===== src/rtl/alu_pkg.sv =====
// Shared types for the serial add/subtract datapath: operation modes and
// controller states.
package alu_pkg;

  typedef enum logic [1:0] {
    ADD  = 2'b00,
    SUB  = 2'b01,
    RSUB = 2'b10,
    CMP  = 2'b11
  } mode_e;

  typedef enum logic [1:0] {
    IDLE = 2'b00,
    BUSY = 2'b01,
    DONE = 2'b10
  } state_e;

endpackage


===== src/rtl/addsub_serial_ripple_slice.sv =====
// DIGIT-bit ripple full-adder chain; also exposes the carry into its MSB so
// the caller can derive signed overflow on the top slice.
module ripple_slice #(
  parameter int DIGIT = 2
) (
  input  logic [DIGIT-1:0] a,
  input  logic [DIGIT-1:0] b,
  input  logic             cin,
  output logic [DIGIT-1:0] sum,
  output logic             cout,
  output logic             c_msb
);

  logic [DIGIT:0] c;

  assign c[0] = cin;

  for (genvar i = 0; i < DIGIT; i++) begin : g_fa
    assign sum[i]   = a[i] ^ b[i] ^ c[i];
    assign c[i+1]   = (a[i] & b[i]) | (c[i] & (a[i] ^ b[i]));
  end

  assign cout  = c[DIGIT];
  assign c_msb = c[DIGIT-1];

endmodule


===== src/rtl/addsub_serial.sv =====
// Multi-cycle two's-complement add/subtract/compare unit. Operands are
// consumed DIGIT bits per clock, LSB first, through one shared ripple slice.
//
// state | meaning
// IDLE  | waiting for an operation, in_ready=1
// BUSY  | one slice per edge, N edges total
// DONE  | result and flags held until out_ready
module addsub_serial
  import alu_pkg::*;
#(
  parameter int WIDTH = 8,
  parameter int DIGIT = 2
) (
  input  logic             clk,
  input  logic             rst,
  input  logic             in_valid,
  output logic             in_ready,
  input  logic [WIDTH-1:0] op_a,
  input  logic [WIDTH-1:0] op_b,
  input  logic [1:0]       mode,
  output logic             out_valid,
  input  logic             out_ready,
  output logic [WIDTH:0]   result,
  output logic             flag_c,
  output logic             flag_z,
  output logic             flag_n,
  output logic             flag_v
);

  localparam int N     = WIDTH / DIGIT;
  localparam int CNT_W = (N > 1) ? $clog2(N) : 1;
  localparam logic [CNT_W-1:0] CNT_LAST = CNT_W'(N - 1);

  state_e            state;
  mode_e             mode_r;
  mode_e             mode_in;
  logic [WIDTH-1:0]  a_sh;
  logic [WIDTH-1:0]  b_sh;
  logic [WIDTH-1:0]  sum_r;
  logic              carry;
  logic [CNT_W-1:0]  cnt;

  logic [WIDTH-1:0]  ld_a;
  logic [WIDTH-1:0]  ld_b;
  logic              ld_cin;
  logic              accept;

  logic [DIGIT-1:0]  s_sum;
  logic              s_cout;
  logic              s_cmsb;
  logic [WIDTH-1:0]  a_next;
  logic [WIDTH-1:0]  b_next;
  logic [WIDTH-1:0]  sum_next;

  assign mode_in  = mode_e'(mode);
  assign in_ready = (state == IDLE) || ((state == DONE) && out_ready);
  assign accept   = in_valid && in_ready;

  // RSUB swaps the operands so the adder always computes first + ~second + 1.
  always_comb begin
    ld_a   = op_a;
    ld_b   = op_b;
    ld_cin = 1'b0;
    case (mode_in)
      ADD: begin
        ld_a   = op_a;
        ld_b   = op_b;
        ld_cin = 1'b0;
      end
      RSUB: begin
        ld_a   = op_b;
        ld_b   = ~op_a;
        ld_cin = 1'b1;
      end
      default: begin
        ld_a   = op_a;
        ld_b   = ~op_b;
        ld_cin = 1'b1;
      end
    endcase
  end

  ripple_slice #(
    .DIGIT (DIGIT)
  ) u_slice (
    .a     (a_sh[DIGIT-1:0]),
    .b     (b_sh[DIGIT-1:0]),
    .cin   (carry),
    .sum   (s_sum),
    .cout  (s_cout),
    .c_msb (s_cmsb)
  );

  // Operands shift down one digit per edge; finished sum digits enter at the top.
  if (DIGIT == WIDTH) begin : g_single
    assign a_next   = '0;
    assign b_next   = '0;
    assign sum_next = s_sum;
  end else begin : g_multi
    assign a_next   = {{DIGIT{1'b0}}, a_sh[WIDTH-1:DIGIT]};
    assign b_next   = {{DIGIT{1'b0}}, b_sh[WIDTH-1:DIGIT]};
    assign sum_next = {s_sum, sum_r[WIDTH-1:DIGIT]};
  end

  always_ff @(posedge clk or posedge rst) begin
    if (rst) begin
      state     <= IDLE;
      mode_r    <= ADD;
      a_sh      <= '0;
      b_sh      <= '0;
      sum_r     <= '0;
      carry     <= 1'b0;
      cnt       <= '0;
      out_valid <= 1'b0;
      result    <= '0;
      flag_c    <= 1'b0;
      flag_z    <= 1'b0;
      flag_n    <= 1'b0;
      flag_v    <= 1'b0;
    end else if (accept) begin
      state     <= BUSY;
      mode_r    <= mode_in;
      a_sh      <= ld_a;
      b_sh      <= ld_b;
      carry     <= ld_cin;
      cnt       <= '0;
      out_valid <= 1'b0;
    end else begin
      case (state)
        BUSY: begin
          a_sh  <= a_next;
          b_sh  <= b_next;
          sum_r <= sum_next;
          carry <= s_cout;
          cnt   <= cnt + CNT_W'(1);
          if (cnt == CNT_LAST) begin
            state     <= DONE;
            out_valid <= 1'b1;
            result    <= (mode_r == CMP) ? '0 : {s_cout, sum_next};
            flag_c    <= s_cout;
            flag_z    <= (sum_next == '0);
            flag_n    <= sum_next[WIDTH-1];
            flag_v    <= s_cmsb ^ s_cout;
          end
        end
        DONE: begin
          if (out_ready) begin
            state     <= IDLE;
            out_valid <= 1'b0;
          end
        end
        default: ;
      endcase
    end
  end

endmodule


===== config.mk =====
export PLATFORM = sky130hd
export DESIGN_NAME = addsub_serial
export DESIGN_NICKNAME = d
export VERILOG_FILES = /design/src/rtl/alu_pkg.sv /design/src/rtl/addsub_serial_ripple_slice.sv /design/src/rtl/addsub_serial.sv
export SDC_FILE = /design/constraint.sdc
export NUM_CORES = 1
export LEC_CHECK = 0
export BUFFER_PORTS_ARGS = -buffer_cell sky130_fd_sc_hd__buf_2
export CORE_MARGIN = 10
export CORE_UTILIZATION = 50
export DETAILED_ROUTE_END_ITERATION = 10
export GPL_TIMING_DRIVEN = 1
export PLACE_DENSITY = 0.72
export SLEW_MARGIN = 10
export SYNTH_ARGS = -nofsm -noshare
export SYNTH_HDL_FRONTEND = slang
export SYNTH_SLANG_ARGS = --single-unit

===== constraint.sdc =====
create_clock -name clk -period 2.65 [get_ports clk]
set_clock_uncertainty 0.15 [all_clocks]
set_input_delay 0.265 -clock clk [delete_from_list [all_inputs] [get_ports clk]]
set_output_delay 0.265 -clock clk [all_outputs]
set_load 0.01 [all_outputs]

# Yosys cells after proc, flatten, opt, wreduce, memory -nomap -nowiden
# Cells that the tools add are included.
dict set report op_classes {
  addsub 1
  n_reduce_logical 11
  eq_ne 7
  n_mux 20
  n_bitwise 14
}
# cell count
set ops {}
lappend ops {{$mux W8} 5}
lappend ops {{$not A8 Y8} 2}
lappend ops {{$pmux W8 S2} 1}
lappend ops {{$mux W2} 5}
lappend ops {{$mux W9} 1}
lappend ops {{$eq A2 B2 Y1 const B} 4}
lappend ops {{$logic_not A8 Y1} 1}
lappend ops {{$mux W1} 6}
lappend ops {{$ne A3 B3 Y1 const B} 2}
lappend ops {{$reduce_and A3 Y1} 2}
lappend ops {{$xor A1 B1 Y1} 5}
lappend ops {{$and A1 B1 Y1} 4}
lappend ops {{$logic_not A2 Y1} 2}
lappend ops {{$pmux W2 S2} 1}
lappend ops {{$reduce_bool A3 Y1} 1}
lappend ops {{$add A2 B1 Y2 const B} 1}
lappend ops {{$eq A2 B1 Y1 const B} 1}
lappend ops {{$logic_and A1 B1 Y1} 2}
lappend ops {{$or A1 B1 Y1} 2}
lappend ops {{$pmux W1 S2} 1}
lappend ops {{$reduce_and A2 Y1} 1}
lappend ops {{$reduce_bool A2 Y1} 1}
lappend ops {{$logic_or A1 B1 Y1} 1}
lappend ops {{$not A1 Y1} 1}
dict set report totals {
  regBits 45
}

# Logic depth before layout (Yosys ltp)
# Gate-level depths: netlist of the first run.
dict set report depth {
  ltp_word 7
  depth_mapped 6
  mapped_depth_nobuf 5
}

# By module
# Synthesis of the first run repeated with hierarchy kept, for this count alone.
dict set report hier_totals {
  cells_unflattened 219
  area_unflattened_um2 2202.1
}
# mod area_per_inst_um2 n_inst seq_area_each_um2 cells_per_inst
set modules_own_cells {}
lappend modules_own_cells {addsub_serial 2162.1 1 1051.0 217}
lappend modules_own_cells {ripple_slice 40.0 1 0.0 2}

# Worst setup path after synthesis of the first run
# OpenSTA, ideal clock, no wires.
dict set report synth_timing {
  kind {register to register}
  from {register a_sh[0]}
  to {register flag_z}
  path_slack_ps 845
  path_stages_with_launch 6
  period_less_slack_ps 1805
  t_arrival_ps 1571
  required_ps 2416
  cell_sequence {dfrtp_1 inv_1 fa_1 fa_1 nand4_1 o21ai_0}
}
dict set report synth_between {
  elab_chain_cells 5
}
# element line
set synth_rtl {}
lappend synth_rtl {{start, declared} addsub_serial.sv:37} ;# logic [WIDTH-1:0] a_sh;
lappend synth_rtl {{start signal, assigned} addsub_serial.sv:123} ;# a_sh <= ld_a;
lappend synth_rtl {{start signal, assigned} addsub_serial.sv:131} ;# a_sh <= a_next;
lappend synth_rtl {{$xor A1 B1 Y1} {addsub_serial_ripple_slice.sv:19, addsub_serial_ripple_slice.sv:20}}
lappend synth_rtl {{$and A1 B1 Y1} addsub_serial_ripple_slice.sv:20} ;# assign c[i+1] = (a[i] & b[i]) | (c[i] & (a[i] ^ b[i]));
lappend synth_rtl {{$or A1 B1 Y1} addsub_serial_ripple_slice.sv:20}
lappend synth_rtl {{$xor A1 B1 Y1} addsub_serial_ripple_slice.sv:19} ;# assign sum[i] = a[i] ^ b[i] ^ c[i];
lappend synth_rtl {{$logic_not A8 Y1 (*)} addsub_serial.sv:141} ;# flag_z <= (sum_next == '0);
lappend synth_rtl {{end signal, assigned} addsub_serial.sv:141}
lappend synth_rtl {{end, declared} addsub_serial.sv:25} ;# output logic flag_z,
# Every way passes the cells marked *; elsewhere a longest branch is shown, timed or not.
# A chain may end at the register's enable or synchronous reset.

==> impl_results.md, run 1 <==
- Vias after detailed routing: 1640
- Hold Vio Cnt, Final: 0
- Net switching fraction of the power: 0.223
- Share of cells above drive strength 1: 0.238
- Top cells by area, synth: dfrtp_1 (48%), mux2i_1 (9.1%), nand2_1 (9.1%)
- Setup WS pre-CTS: 672 ps
- Worst setup margin: between 600 and 700 ps
- Final setup violating endpoints: 0
- CTS root buf: clkbuf_8
- P&R area growth vs syn: 14.5%
- Proportion of power drawn by the clock network: 0.380
- GR Util All Layers: 0.128
- Clock sink count: 42
- Setup crit start kind: flip-flop
- Final RePlAce weighted congestion: 0.735
- Comb pwr share: 0.087
- Die height: 86.3 um
- H-tree levels: 2
- Clock Latency Late Sink: 290 ps
- Global route overflow: 0
- Hold Path Class: in -> reg
- # port buffers: 36
- Post-route DRC: 0
- FF-to-FF path depth: 3
- Synth area leader: dfrtp_1
- RSZ-0062 raised after global routing: false
- Vias in the first global route: 1639
- RR Endpoint: mode_r[1]
- Cell Area, Synth: 2190 um2
- Register share of total power: 0.534
- Netlist cell types: 31
- Critical path fanouts, max: 15
- Max-slew violations: 0
- Warnings, synthesis: 0
- Cell Rows: 24
- Req. time, crit path: 2680 ps
- Antenna cells: 0
- Synthesized area per cell: 9.93 um2
- Fin crit share: 0.758
- Data arrival time of the worst path: 2040 ps
- Routed len/inst: 14.7 um
- Leak Pwr: 1.14 nW
- Sw power: approximately 0.00028 W
- Run status: complete, no violations
- Top cell type's share of synthesized area: 0.479
- R2R Setup Slk: 640 ps
- Bufs on Longest Clock Path: 2
- TNS Setup: 0 ps
- Routed vias/inst: 5.32
- ANT nets after route: 0
- Worst R2R Start: out_valid
- Setup CP Type: reg -> reg
- Initial Utilization: 0.511
- Critical path capture point: mode_r[1]
- Ports: 37
- Max Cap Viol: 0
- Worst setup path startpoint: out_valid
- Fin crit period: between 2000 and 2500 ps
- Pint: between 0.0009 and 0.001 W
- Non-filler instance count after layout: a little over 300
- Yosys reg bits: between 40 and 50
- Core area: 4290 um2
- Initial antenna violation count: 0
- Design Power: 0.00124 W
- TritonCTS clock tree: done
- DP HPWL: approximately 3300 um
- Clock-pin slew on the worst setup and hold paths: ~80 ps
- Pwr dens: 493 nW/um2
- Seq/Total Area, Yosys: 0.479
- Worst VDD drop: 0.248 mV
- Die area: about 7400 um2
- CP Capture Type: flip-flop
- Slew headroom: 0.480
- Cells after synthesis: 221
- First-pass GRT wire length: 7840 um
- Tightest Pin Transition: 780 ps
- Die extent in x: approximately 86 um
- Post-Place Cells: 299
- Drt first pass iters: 4
- Peak Freq: between 400 and 500 MHz
- Final Net Count: between 200 and 300
- Post-Route WL: about 4500 um
- Cts bufs inserted: 5
- Iteration-0 DRC Markers: 42
- Largest net degree at the start of global routing: 43
- Synthesized Nets: 246
-- cells in the mapped netlist --
| library cell | count |
|---|---|
| nor2_2 | 1 |
| mux2i_1 | 20 |
| nor4_1 | 1 |
| o211ai_2 | 5 |
| nor2b_1 | 16 |
| o211ai_1 | 11 |
| nand2_1 | 53 |
| ha_1 | 1 |
| inv_1 | 6 |
| o32ai_1 | 1 |
| nand2b_1 | 2 |
| or2_1 | 1 |
| o21ai_2 | 2 |
| and2_1 | 1 |
| clkbuf_1 | 8 |
| o21ai_0 | 13 |
| buf_2 | 4 |
| nand4_1 | 1 |
| o21ai_1 | 2 |
| nor2b_4 | 1 |
| and2b_1 | 2 |
| fa_1 | 2 |
| nand3b_1 | 1 |
| buf_6 | 3 |
| xnor2_1 | 2 |
| nor2_1 | 4 |
| mux2_4 | 2 |
| a21oi_1 | 1 |
| dfrtp_1 | 42 |
| o31ai_1 | 11 |
| a31o_2 | 1 |
-- how the worst min path moves through the flow --
stage | start | end | depth (start not counted)
floorplan | op_a[6] | a_sh[6] | 2
global placement | rst | cnt[1] | 3
detailed placement | rst | cnt[1] | 3
CTS | op_a[6] | a_sh[6] | 3
global route | op_b[1] | b_sh[1] | 4
finish | op_a[6] | a_sh[6] | 3
-- metal layers --
metal / wire length [um] / track usage
met1: 2210 / 0.165
met2: 1990 / 0.197
met3: 261 / 0.0375
met4: 76 / 0.0530
met5: 0 / 0
-- flip-flops by register name, summed over array words and instances, names as in the netlist --
register,cells
result,9
a_sh,8
b_sh,8
sum_r,6
cnt,2
mode_r,2
carry,1
flag_c,1
flag_n,1
flag_v,1
flag_z,1
out_valid,1
state,1
-- critical path, stage by stage (launching register included) --
cell	delay [ps]
dfrtp_1	410
nor2b_4	380
or2_1	610
mux2_4	350
-- placed cells by master (no fill, tap or decap), types with 6 or more instances in the layout --
| cell type | count |
|---|---|
| inv_1 | 6 |
| o211ai_1 | 11 |
| mux2i_1 | 20 |
| clkbuf_8 | 8 |
| buf_2 | 36 |
| o31ai_1 | 11 |
| nand2_1 | 53 |
| nor2b_1 | 16 |
| o21ai_0 | 13 |
| dfrtp_1 | 42 |
-- cell families (layout without fill, tap and decap cells) --
kind of cell,after synthesis,after routing,synth area share
multiplexers,22,22,0.105
AO/OA/AOI/OAI,47,47,0.156
adder cells (fa/ha/maj),3,3,0.0239
AND/OR/NAND/NOR,84,84,0.180
buffers and inverters,21,56,0.0485
XOR/XNOR,2,2,0.00798
flip-flops,42,42,0.479
-- power by group through the flow --
stage / clock (W) / combinational (W) / sequential [W]
after floorplan: 0 / 0.0000712 / 0.000672
after global placement: 0 / 0.000105 / 0.000674
after detailed placement: 0 / 0.000107 / 0.000674
after CTS: 0.000481 / 0.000109 / 0.000662
after global routing: 0.000508 / 0.000121 / 0.000663
final: 0.000470 / 0.000107 / 0.000661
-- metrics by stage --
stage	util	hold slack [ps]	area [um2]
finish	0.585	107	2510
global route	0.585	133	2510
CTS	0.585	96.8	2510
detailed placement	0.557	276	2390
global placement	0.557	272	2390
floorplan	-	297	2190
-- cell type report --
type,instances,area (um2)
Clock buffer,8,110
Sequential cell,42,1050
Inverter,6,22.5
Tap cell,52,65.1
Multi-Input combinational cell,158,1040
Timing Repair Buffer,42,228
Fill cell,375,1780
-- repair_timing --
action	4_1_cts	5_1_grt
hold buffers	1	0
hold endpoints to repair	42	0
buffers inserted	0	0
gates resized for setup	0	0
setup endpoints to repair	0	0
Note: power is estimated with default switching activity, not from simulation.
==> inputs of run 2 (changes only) <==
--- a/config.mk
+++ b/config.mk
@@ -10,7 +10,7 @@
 export CORE_UTILIZATION = 50
 export DETAILED_ROUTE_END_ITERATION = 10
 export GPL_TIMING_DRIVEN = 1
-export PLACE_DENSITY = 0.72
+export PLACE_DENSITY = 0.75
 export SLEW_MARGIN = 10
 export SYNTH_ARGS = -nofsm -noshare
 export SYNTH_HDL_FRONTEND = slang
==> constraint.sdc (replaced) <==
create_clock -name clk -period 1.65 [get_ports clk]
set_clock_uncertainty 0.15 [all_clocks]
set_input_delay 0.165 -clock clk [delete_from_list [all_inputs] [get_ports clk]]
set_output_delay 0.165 -clock clk [all_outputs]
set_load 0.01 [all_outputs]
==> run 2 against run 1 <==
Effect of this change:
- the flow now finishes with violations (setup timing)
- clock power increased by 68%
- via count rose by 3.5%
- first-iteration DRC count grew 67%
- sequential share of layout area fell by 2.5 points
- flip-flop and latch count stayed put
- die area stayed put
- final cell count increased by 5.5%
- wire length grew 4.5%
- register-to-register slack worse by 810 ps
- maximum frequency is 11% higher
- global-route usage grew 0.79 points
- combinational power rose by 74%
- highest routed layer unchanged
==> impl_results.md, run 2 (synthesis results as in run 1) <==
- Run status: complete, but fails checks (was complete, no violations)
- Failing checks: setup timing
- Fin crit period: 1820 ps (was 2010 ps)
- Tightest Pin Transition: 519 ps (was 780 ps)
- Clock-pin slew on the worst setup and hold paths: 80 ps (about the same)
- Max-slew violations: 0 (unchanged)
- Antenna cells: 0 (unchanged)
- Largest net degree at the start of global routing: 43 (unchanged)
- Setup crit start kind: flip-flop (unchanged)
- Die extent in x: 86.3 um (unchanged)
- Worst VDD drop: 0.305 mV (was 0.248 mV)
- Peak Freq: 550 MHz (was 498 MHz)
- Most frequent cells in the layout: nand2_1 (53), dfrtp_1 (41), buf_2 (36), mux2i_1 (20), buf_4 (20) (was nand2_1 (53), dfrtp_1 (42), buf_2 (36), mux2i_1 (20), nor2b_1 (16))
- Drt first pass iters: 4 (unchanged)
- Data arrival time of the worst path: 1880 ps (was 2040 ps)
- Ports: 37 (unchanged)
- Largest Register: result (unchanged)
- Final RePlAce weighted congestion: 0.752 (was 0.735)
- GR Util All Layers: 0.136 (was 0.128)
- P&R area growth vs syn: 22.0% (was 14.5%)
- CTS root buf: clkbuf_8 (unchanged)
- Max Cap Viol: 0 (unchanged)
- Critical path fanouts, max: 4 (was 15)
- Hold Path Class: in -> reg (unchanged)
- # port buffers: 36 (unchanged)
- CP Capture Type: flip-flop (unchanged)
- Req. time, crit path: 1710 ps (was 2680 ps)
- Post-route DRC: 0 (unchanged)
- Initial Utilization: 0.511 (unchanged)
- Final Hold Slack: 16.2 ps (was 107 ps)
- Setup CP Type: reg -> reg (unchanged)
- Routed vias/inst: 5.22 (was 5.32)
- Fillers: 370 (was 375)
- Global route overflow: 0 (unchanged)
- Clock Latency Late Sink: 290 ps (about the same)
- Pwr dens: 761 nW/um2 (was 493 nW/um2)
- Die height: 86.3 um (unchanged)
- First-pass GRT wire length: 8340 um (was 7840 um)
- Cell Rows: 24 (unchanged)
- Max reg flops: 9 (unchanged)
- TritonCTS clock tree: done (unchanged)
- Commonest non-fill, non-tap cell in the layout: nand2_1 (unchanged)
- Fin crit share: 1.10 (was 0.758)
- Clock sink count: 42 (unchanged)
- Final Net Count: 297 (was 280)
- Vias in the first global route: 1807 (was 1639)
- Cts bufs inserted: 5 (unchanged)
- Share of cells above drive strength 1: 0.311 (was 0.238)
- ANT nets after route: 0 (unchanged)
- Final setup violating endpoints: 5 (was 0)
- Initial antenna violation count: 0 (unchanged)
- Hold Vio Cnt, Final: 0 (unchanged)
- DP HPWL: 3510 um (was 3330 um)
- Bufs on Longest Clock Path: 2 (unchanged)
- Slew headroom: 0.654 (was 0.480)
- H-tree levels: 2 (unchanged)
- Vias after detailed routing: 1697 (was 1640)
- Worst setup margin: -167 ps (was 640 ps)
- Top Registers: result x9, a_sh x8, b_sh x8 (unchanged)
- Leak Pwr: 1.22 nW (was 1.14 nW)
- Routed len/inst: 14.6 um (was 14.7 um)
- Design Power: 0.00204 W (was 0.00124 W)
- Iteration-0 DRC Markers: 70 (was 42)
- Core area: 4290 um2 (unchanged)
- Post-Route WL: 4740 um (was 4540 um)
- Die area: 7440 um2 (unchanged)
- RSZ-0062 raised after global routing: true (was false)
==> run 2: critical path: stages (launching register included) <==
cell and delay (ps):
dfrtp_1 360, inv_2 50, fa_2 400, fa_2 460
buf_4 160, o31ai_2 160
==> run 2: metrics by stage <==
step           instance area (um2)  TNS (ps)  utilization  instances  setup WS [ps]
5_1_grt                       2680     -1280        0.624        325           -276
2_1_floorplan                 2200      -488            -        221           -103
6_report                      2680      -575        0.624        325           -167
3_3_place_gp                  2510      -721        0.584        312           -144
3_5_place_dp                  2510      -884        0.584        312           -166
4_1_cts                       2640      -456        0.615        323           -149
==> run 2: final timing paths <==
check / startpoint / slack, ps / depth (start not counted) / end
worst min register to register: result[6] / 320 / 2 / result[6]
min in group asynchronous: rst / 390 / 4 / b_sh[3]
worst max-delay path: a_sh[0] / -170 / 5 / result[7]
max in group asynchronous: rst / 590 / 4 / out_valid
worst min-delay path: op_a[6] / 20 / 3 / a_sh[6]
worst max register to register: a_sh[0] / -170 / 5 / result[7]
==> run 2: what timing repair did <==
| item | in CTS | in global routing |
|---|---|---|
| buffers inserted | 2 | 2 |
| hold endpoints to repair | 42 | 0 |
| pin swaps | 6 | 1 |
| hold buffers | 1 | 0 |
| resized for setup | 2 | 5 |
| endpoints found under the setup margin | 8 | 12 |
==> run 2: layout make-up <==
| cell class | count | area (um2) | area share |
|---|---|---|---|
| multi-input cells | 158 | 1060 | 0.395 |
| flip-flops and latches | 42 | 1050 | 0.393 |
| clock buffers | 5 | 68.8 | 0.0257 |
| inverters | 6 | 22.5 | 0.00841 |
| repair buffers | 59 | 372 | 0.139 |
| well taps | 52 | 65.1 | 0.0243 |
| clock inverters | 3 | 40.0 | 0.0150 |
==> run 2: routing by layer <==
layer,vias to the layer above,share of wire,track usage
met5,-,0,0
li1,858,-,-
met1,794,0.44,0.162
met4,0,0.013,0.0383
met3,5,0.059,0.0432
met2,40,0.49,0.230
==> run 2: power by group <==
group          switching, W  internal [W]
clock              0.000345      0.000445
sequential        0.0000126       0.00105
combinational      0.000102     0.0000838
==> inputs of run 3 (changes only) <==
--- a/config.mk
+++ b/config.mk
@@ -11,6 +11,7 @@
 export DETAILED_ROUTE_END_ITERATION = 10
 export GPL_TIMING_DRIVEN = 1
 export PLACE_DENSITY = 0.75
+export SETUP_SLACK_MARGIN = 0.3
 export SLEW_MARGIN = 10
 export SYNTH_ARGS = -nofsm -noshare
 export SYNTH_HDL_FRONTEND = slang
==> run 3 against run 2 <==
Effect of this change:
- the run still ends with setup timing left
- sequential power barely moved
- clock-buffer cell count did not move
- critical path type unchanged
- worst hold slack got worse by 2.1 ps
- clock power rose by 2.7%
- worst setup slack got worse by 4.1 ps
- final cell count rose by 5.5%
- critical endpoint is now flag_z
==> impl_results.md, run 3 (synthesis results as in run 1) <==
- First-pass GRT wire length: 8710 um (was 8340 um)
- Die area: 7440 um2 (unchanged)
- Most frequent cells in the layout: dfrtp_1 (42), nand2_1 (39), buf_2 (35), mux2i_1 (20) (was nand2_1 (53), dfrtp_1 (41), buf_2 (36), mux2i_1 (20), buf_4 (20))
- Vias after detailed routing: 1861 (was 1697)
- Final setup violating endpoints: 7 (was 5)
- TritonCTS clock tree: done (unchanged)
- Worst VDD drop: 0.430 mV (was 0.305 mV)
- Global route overflow: 0 (unchanged)
- ANT nets after route: 0 (unchanged)
- R2R Setup Slk: -170 ps (about the same)
- Finished Cell Area: 3150 um2 (was 2680 um2)
- Initial antenna violation count: 0 (unchanged)
- Antenna cells: 0 (unchanged)
- Slew headroom: 0.646 (was 0.654)
- Top Registers: result x9, a_sh x8, b_sh x8 (unchanged)
- TNS Setup: -829 ps (was -575 ps)
- Final RePlAce weighted congestion: 0.794 (was 0.752)
- P&R area growth vs syn: 43.4% (was 22.0%)
- Routed len/inst: 16.5 um (was 14.6 um)
- Cell breakdown of the critical path: inv_2 > fa_2 > fa_2 > nand4_1 > o21ai_1 (was inv_2 > fa_2 > fa_2 > buf_4 > o31ai_2)
- DP HPWL: 3430 um (was 3510 um)
- Hold Vio Cnt, Final: 0 (unchanged)
- Largest net degree at the start of global routing: 43 (unchanged)
- Iteration-0 DRC Markers: 101 (was 70)
- Leak Pwr: 1.43 nW (was 1.22 nW)
- CP peak stage delay: 580 ps (was 460 ps)
- RSZ-0062 raised after global routing: true (unchanged)
- Post-Place Cells: 310 (was 312)
- # port buffers: 36 (unchanged)
- Clock-pin slew on the worst setup and hold paths: 80 ps (about the same)
- Non-filler instance count after layout: 343 (was 325)
- Clock sink count: 42 (unchanged)
- Peak Freq: 549 MHz (was 550 MHz)
- Critical path fanouts, max: 4 (unchanged)
- H-tree levels: 2 (unchanged)
- Fin crit period: 1820 ps (about the same)
- Cell Rows: 24 (unchanged)
- Setup CP Type: reg -> reg (unchanged)
- Slowest CP cell: fa_2 (unchanged)
- Max-slew violations: 0 (unchanged)
- CP most frequent cell: fa_2 (unchanged)
- Share of cells above drive strength 1: 0.447 (was 0.311)
- Die extent in x: 86.3 um (unchanged)
- Initial Utilization: 0.511 (unchanged)
- Core area: 4290 um2 (unchanged)
- Fin crit share: 1.10 (about the same)
- Design Power: 0.00207 W (was 0.00204 W)
- Largest Register: result (unchanged)
- Req. time, crit path: 1730 ps (was 1710 ps)
- Max Cap Viol: 0 (unchanged)
- Max reg flops: 9 (unchanged)
- DP Area: 2520 um2 (was 2510 um2)
- Routed vias/inst: 5.43 (was 5.22)
- Setup crit start kind: flip-flop (unchanged)
- Cts bufs inserted: 5 (unchanged)
- Ports: 37 (unchanged)
- Post-route DRC: 0 (unchanged)
- Pwr dens: 659 nW/um2 (was 761 nW/um2)
- Vias in the first global route: 1861 (was 1807)
- Clock Latency Late Sink: 300 ps (was 290 ps)
- Data arrival time of the worst path: 1900 ps (was 1880 ps)
- Die height: 86.3 um (unchanged)
- Bufs on Longest Clock Path: 2 (unchanged)
- Post-Route Utilization: 0.733 (was 0.624)
- Post-Route WL: 5660 um (was 4740 um)
- Failing checks: setup timing (unchanged)
- Run status: complete, but fails checks (unchanged)
- Commonest non-fill, non-tap cell in the layout: dfrtp_1 (was nand2_1)
- CTS root buf: clkbuf_8 (unchanged)
- GR Util All Layers: 0.143 (was 0.136)
- Final Net Count: 315 (was 297)
- Hold Path Class: in -> reg (unchanged)
- CP Capture Type: flip-flop (unchanged)
- Drt first pass iters: 4 (unchanged)
- Tightest Pin Transition: 531 ps (was 519 ps)
- Worst setup margin: -171 ps (was -167 ps)
## run 3: area by class of cell
cell class                 count  area [um2]
timing repair buffer          77         693
clock inverter                 3        40.0
tap                           52        65.1
inverter                       6        22.5
sequential                    42        1050
fill                         295        1150
multi-input combinational    158        1210
clock buffer                   5        68.8
## run 3: metal layers
metal	track usage	vias up	wire length (um)
met5	0	-	0
met4	0.0265	0	51
met3	0.0460	6	276
met2	0.247	49	2930
met1	0.172	910	2400
li1	-	896	-
## run 3: metrics by stage
step	setup WS [ps]	hold WS [ps]
after floorplan	-103	206
after global placement	-133	173
after detailed placement	-196	176
after CTS	-137	8.04
after global routing	-256	23.3
final	-171	14.1
## run 3: path summary, 6_finish.rpt
path | end | cells after the start | start
setup reg to reg | flag_z | 5 | a_sh[0]
min in group asynchronous | flag_v | 4 | rst
hold reg to reg | result[8] | 2 | result[8]
max in group asynchronous | b_sh[5] | 4 | rst
setup / recovery | flag_z | 5 | a_sh[0]
hold / removal | a_sh[7] | 3 | op_a[7]
## run 3: critical path: cells and delay by family, from the launching register on
family | cells | cell delay [ps]
flip-flops | 1 | 370
buffers and inverters | 1 | 50
adder cells (fa/ha/maj) | 2 | 980
AO/OA/AOI/OAI | 1 | 120
AND/OR/NAND/NOR | 1 | 80
## run 3: repair_timing
item,4_1_cts,5_1_grt
hold buffers,1,0
buffers inserted,9,8
gates cloned,3,4
endpoints found under the hold margin,42,0
resized for setup,39,34
pin swaps,23,13
endpoints found under the setup margin,35,42
## run 3: power by group
| group | internal [W] | total [W] | switching [W] | leakage [nW] |
|---|---|---|---|---|
| combinational | 0.0000925 | 0.000200 | 0.000107 | 0.866 |
| clock | 0.000446 | 0.000811 | 0.000365 | 0.0579 |
| sequential | 0.00105 | 0.00106 | 0.0000127 | 0.506 |
| total | 0.00159 | 0.00207 | 0.000485 | 1.43 |
